File: src/rtl/sysid_read_checker_port.sv
// Single-read Avalon-MM sequencer: read strobe held through waitrequest,
// fixed read-latency count and per-read stall timeout.
module sysid_read_checker_port #(
  parameter int unsigned READ_LATENCY   = 0,
  parameter int unsigned TIMEOUT_CYCLES = 255
) (
  input  logic clock,
  input  logic reset,
  input  logic go,
  input  logic go_addr,
  input  logic avm_waitrequest,
  output logic avm_read,
  output logic avm_address,
  output logic accepted,
  output logic rd_done,
  output logic rd_timeout
);

  localparam logic [1:0]  LAT_LOAD    = (READ_LATENCY > 0) ? 2'(READ_LATENCY - 1) : 2'd0;
  localparam logic [15:0] STALL_LIMIT = 16'(TIMEOUT_CYCLES - 1);

  logic        in_lat;
  logic [1:0]  lat_cnt;
  logic [15:0] stall_cnt;

  always_comb begin
    accepted   = avm_read & ~avm_waitrequest;
    rd_timeout = avm_read & avm_waitrequest & (stall_cnt == STALL_LIMIT);
    rd_done    = (READ_LATENCY == 0) ? accepted : (in_lat & (lat_cnt == '0));
  end

  // A new request wins over acceptance so latency-0 reads run back-to-back.
  always_ff @(posedge clock) begin
    if (reset) begin
      avm_read    <= 1'b0;
      avm_address <= 1'b0;
      in_lat      <= 1'b0;
      lat_cnt     <= '0;
      stall_cnt   <= '0;
    end else if (go) begin
      avm_read    <= 1'b1;
      avm_address <= go_addr;
      in_lat      <= 1'b0;
      stall_cnt   <= '0;
    end else if (avm_read) begin
      if (!avm_waitrequest) begin
        avm_read  <= 1'b0;
        stall_cnt <= '0;
        if (READ_LATENCY > 0) begin
          in_lat  <= 1'b1;
          lat_cnt <= LAT_LOAD;
        end
      end else if (rd_timeout) begin
        avm_read  <= 1'b0;
        stall_cnt <= '0;
      end else begin
        stall_cnt <= stall_cnt + 16'd1;
      end
    end else if (in_lat) begin
      if (lat_cnt == '0) begin
        in_lat <= 1'b0;
      end else begin
        lat_cnt <= lat_cnt - 2'd1;
      end
    end
  end

endmodule

File: config.mk
export PLATFORM = sky130hd
export DESIGN_NAME = sysid_read_checker_port
export DESIGN_NICKNAME = d
export VERILOG_FILES = /design/src/rtl/sysid_read_checker_port.sv
export SDC_FILE = /design/constraint.sdc
export NUM_CORES = 1
export LEC_CHECK = 0
export ABC_CLOCK_PERIOD_IN_PS = 2050
export CAP_MARGIN = 20
export CORE_MARGIN = 5
export CORE_UTILIZATION = 55
export CTS_CLUSTER_SIZE = 10
export DETAILED_ROUTE_END_ITERATION = 10
export GPL_TIMING_DRIVEN = 1
export PLACE_DENSITY = 0.81
export SKIP_CTS_REPAIR_TIMING = 1
export SYNTH_ARGS = -nofsm -noshare
export SYNTH_HDL_FRONTEND = slang
export SYNTH_SLANG_ARGS = --single-unit
File: constraint.sdc
create_clock -name clock -period 2.05 [get_ports clock]
set_input_delay 0.41 -clock clock [delete_from_list [all_inputs] [get_ports clock]]
set_output_delay 0.41 -clock clock [all_outputs]
set_load 0.05 [all_outputs]
Yosys cells after proc, flatten, opt, wreduce, memory -nomap -nowiden
Cells that the tools add are included.

word-level totals
  bits in registers = 18
  bits in latches = 0
  bits in writable memories = 0
  bits in read-only memories = 0
  bits of input ports = 5
  output and inout port bits = 5
  memories kept = 0

cells by class
  $add $sub $neg = 1
  $mul = 0
  div/mod/pow operators = 0
  order comparisons = 0
  eq/ne operators = 1
  shift operators = 0
  muxes and demuxes = 6
  bitwise gates (word level) = 4
  reduce and logical (&&, ||, !) cells = 1

operators with widths
  cell                   count
  $mux 16                2
  $add 16x1->16 const B  1
  $eq 16x8->1 const B    1
  $mux 1                 4
  $and 1x1->1            3
  $reduce_or 2->1        1
  $not 1->1              1

Depth between registers and ports, before layout
  depth after elaboration = 6
  mapped depth = 7
  depth with buffers taken out = 6

Least setup slack after synthesis
Ideal clock, no wire load.

  kind = reg-to-output
  start = register avm_read
  end = output rd_done
  arrival time = 1.865 ns
  path slack = -0.225 ns
  stages on the path, launching flop included = 3
  buffers on the path = 1
  cells stage by stage = dfxtp_1 nor2b_1 buf_4

on the way
  cells in the longest elaborated chain, start to end = 1

RTL lines
  element                   line  RTL
  start: declaration        12    output logic avm_read,
  start signal: assignment  35    avm_read <= 1'b0;
  start signal: assignment  41    avm_read <= 1'b1;
  start signal: assignment  47    avm_read <= 1'b0;
  $and 1x1->1               27    accepted = avm_read & ~avm_waitrequest;
  end: declaration          15    output logic rd_done,

No other way between the ends.

Worst setup path in the final report
  start = register stall_cnt[4]
  end = output rd_timeout

on the way
  cells in the longest elaborated chain, start to end = 2

RTL lines
  element                   line  RTL
  start: declaration        24    logic [15:0] stall_cnt;
  start signal: assignment  57    stall_cnt <= stall_cnt + 16'd1;
  $eq 16x8->1               28    rd_timeout = avm_read & avm_waitrequest & (stall_cnt == STALL_LIMIT);
  $and 1x1->1               28
  end: declaration          16    output logic rd_timeout

No other way between the ends.

==> results_dict.tcl <==
set metrics [dict create \
    outcome "finished, final reports clean" \
    grt_use_total_pct 20.6 \
    layout_commonest_cell "dfxtp_1" \
    vias 1059 \
    synthArstFlopShare_pct 0 \
    timing.hold.ws_ns 0.506 \
    cp_top_family "simple AND/OR/NAND/NOR gates" \
    mappedNetlistNets 132 \
    die-area_mm2 0.00296 \
    power_density_mw_per_mm2 511 \
    root_buffer "clkbuf_4" \
    syn_inst 125 \
    pwr-share-clk_pct 34.5 \
    drtIter0Drc 57 \
    worst-setup-path-type "register to primary output" \
    synthesis.area_mm2 0.00108 \
    placed_area_mm2 0.00121 \
    io_buffers 9 \
    irDropWorstVdd_mv 0.287 \
    slew_headroom_pct 66.4 \
    seqPwrFrac_pct 55.2 \
    clk_path_buf_depth 2 \
    synth.ff_latch_count 18 \
    n_antenna_cell 0 \
    wl_um 2530 \
    power_switching_mw 0.155 \
    power_frac_comb_pct 10.3 \
    cts_tree "done" \
    drive_gt1_share_pct 19.7 \
    crit_buf_inv 1 \
    drc 0 \
    ant_nets 0 \
    grt-ovfl-total 0 \
    path_max_fanout 8 \
    cts_max_level 1 \
    grt_max_degree 26 \
    worst_slack_ns 0.0697 \
    cts_made_buffers 3 \
    gp_congestion 0.879 \
    first_pass_iters 4 \
    final_cell_mix "dfxtp_1, a31oi_1, nand3_1" \
    crit_slowest_cell "dfxtp_1" \
    nNetsFinal 140 \
    max-cap-violations 0 \
    core-area_mm2 0.00192 \
    clock.fmax_ghz 0.505 \
    grt_pass1_wl_um 4460 \
    grt_use_met3_pct 3.81 \
    critPathMaxStageDelay_ns 0.51 \
    initial_core_util_pct 56.4 \
    p_int_mw 0.489 \
    die_w_um 54.4 \
    grt_pass1_vias 981 \
    synth_top_cell_area_share_pct 33.2 \
    dieHeight_um 54.4 \
    grtUsageMet1_pct 26.4 \
    wl_per_cell_um 15.9 \
    insertion_delay_ns 0.30 \
    ys.flop_type "dfxtp_1" \
    fillers 169 \
    yosysUniqueCellTypes 46 \
    crit_path_start_kind "register" \
    syn_area_per_cell_um2 8.68 \
    tightestPinTransition_ns 0.503 \
    multi_input_area_um2 654 \
    period_share_pct 96.6 \
    synth_area_leaders "dfxtp_1, a31oi_1, nand3_1, buf_4, nand4_1" \
    power_leakage_nw 0.426 \
    arrival_ns 1.57 \
    end_kind "primary output" \
    top_usage_layer "met2" \
    swShare_pct 24.1 \
    routed_via_density 6.66 \
    met2_usage_pct 33.5 \
    cts.sink_count 18 \
    rows 16 \
    place_ws_ns 0.154 \
    io-pin-count 10 \
    hold_viol 0 \
    path_clk_slew_ns 0.11 \
    ff_latch_area_um2 362 \
    skew_ns 0.00300 \
    hold_path.class "register to register" \
    syn_to_final_growth_pct 16.3 \
    utilization_pct 65.6 \
    ys_seq_area_share_pct 33.2 \
    dp_hpwl_um 1800 \
    fin_area_mm2 0.00126 \
    yosysWarningCount 0 \
    crit_path_cell_trace "and4_2, nand4_2, nor2_4, buf_12" \
    yosys.area.top_type "dfxtp_1" \
    crit_required_ns 1.64 \
    antenna_found_initial 0 \
    min_period_ns 1.98 \
    setup_viol 0 \
    synth-edff-count 0 \
    rsz0062_at_grt "yes" \
    drv_slew 0 \
]
[area by class of cell]
class                   count  share of cell area (%)
clock buffers               4                    2.88
inverters                   4                    1.19
multi-input cells          92                    51.9
flip-flops and latches     18                    28.7
well taps                  27                    2.68
repair buffers             14                    12.7
[path summary, 6_finish.rpt]
kind	depth (start not counted)	end	from	slack, ns
worst max-delay path	4	rd_timeout	stall_cnt[4]	0.07
worst min-delay path	1	stall_cnt[14]	stall_cnt[14]	0.51
worst max register to register	7	stall_cnt[1]	stall_cnt[0]	0.19
worst min register to register	1	stall_cnt[14]	stall_cnt[14]	0.51
[sequential cells by signal (all words and copies together) (netlist names)]
| name | cells |
|---|---|
| avm_read | 1 |
| stall_cnt | 16 |
| avm_address | 1 |
[power by group through the flow]
| stage | clock network, mW | logic, mW | registers, mW |
|---|---|---|---|
| 6_report | 0.223 | 0.0662 | 0.356 |
| 5_1_grt | 0.251 | 0.0714 | 0.357 |
| 4_1_cts | 0.227 | 0.0664 | 0.356 |
| 3_5_place_dp | 0 | 0.0662 | 0.364 |
| 3_3_place_gp | 0 | 0.0652 | 0.364 |
| 2_1_floorplan | 0 | 0.0294 | 0.372 |
[per-stage QoR]
step | setup TNS, ns | power [mW] | std cells
detailed placement | 0 | 0.430 | 155
CTS | -0.0909 | 0.650 | 159
finish | 0 | 0.645 | 159
global route | -0.0207 | 0.679 | 159
global placement | 0 | 0.429 | 155
floorplan | 0 | 0.401 | 125
[synthesized netlist by cell type (2+ instances only)]
library cell,instances
dfxtp_1,18
a31oi_1,16
nand3_1,9
nand2_1,7
buf_4,6
nand4_1,6
inv_1,4
nand2b_1,4
nor2_1,4
nor4_1,4
o211ai_1,4
clkbuf_1,3
a211oi_1,2
ha_1,2
mux2i_1,2
nand3b_1,2
nor3_1,2
o22ai_1,2
[logic make-up (layout without fill, tap and decap cells)]
kind of cell	Yosys count	in the layout	share of synthesized area (%)
xor+xnor	1	1	0.808
buf+inv	15	22	7.96
fa+ha+maj	2	2	2.31
compound gates	31	31	19.7
flops	18	18	33.2
mux	2	2	1.85
simple gates	56	56	34.1
[layer usage]
layer  wire length (um)  up-vias
li1                   -      501
met1               1070      511
met2               1260       42
met3                159        5
met4                 38        0
met5                  0        -
Power figures use the tool's default switching activity.
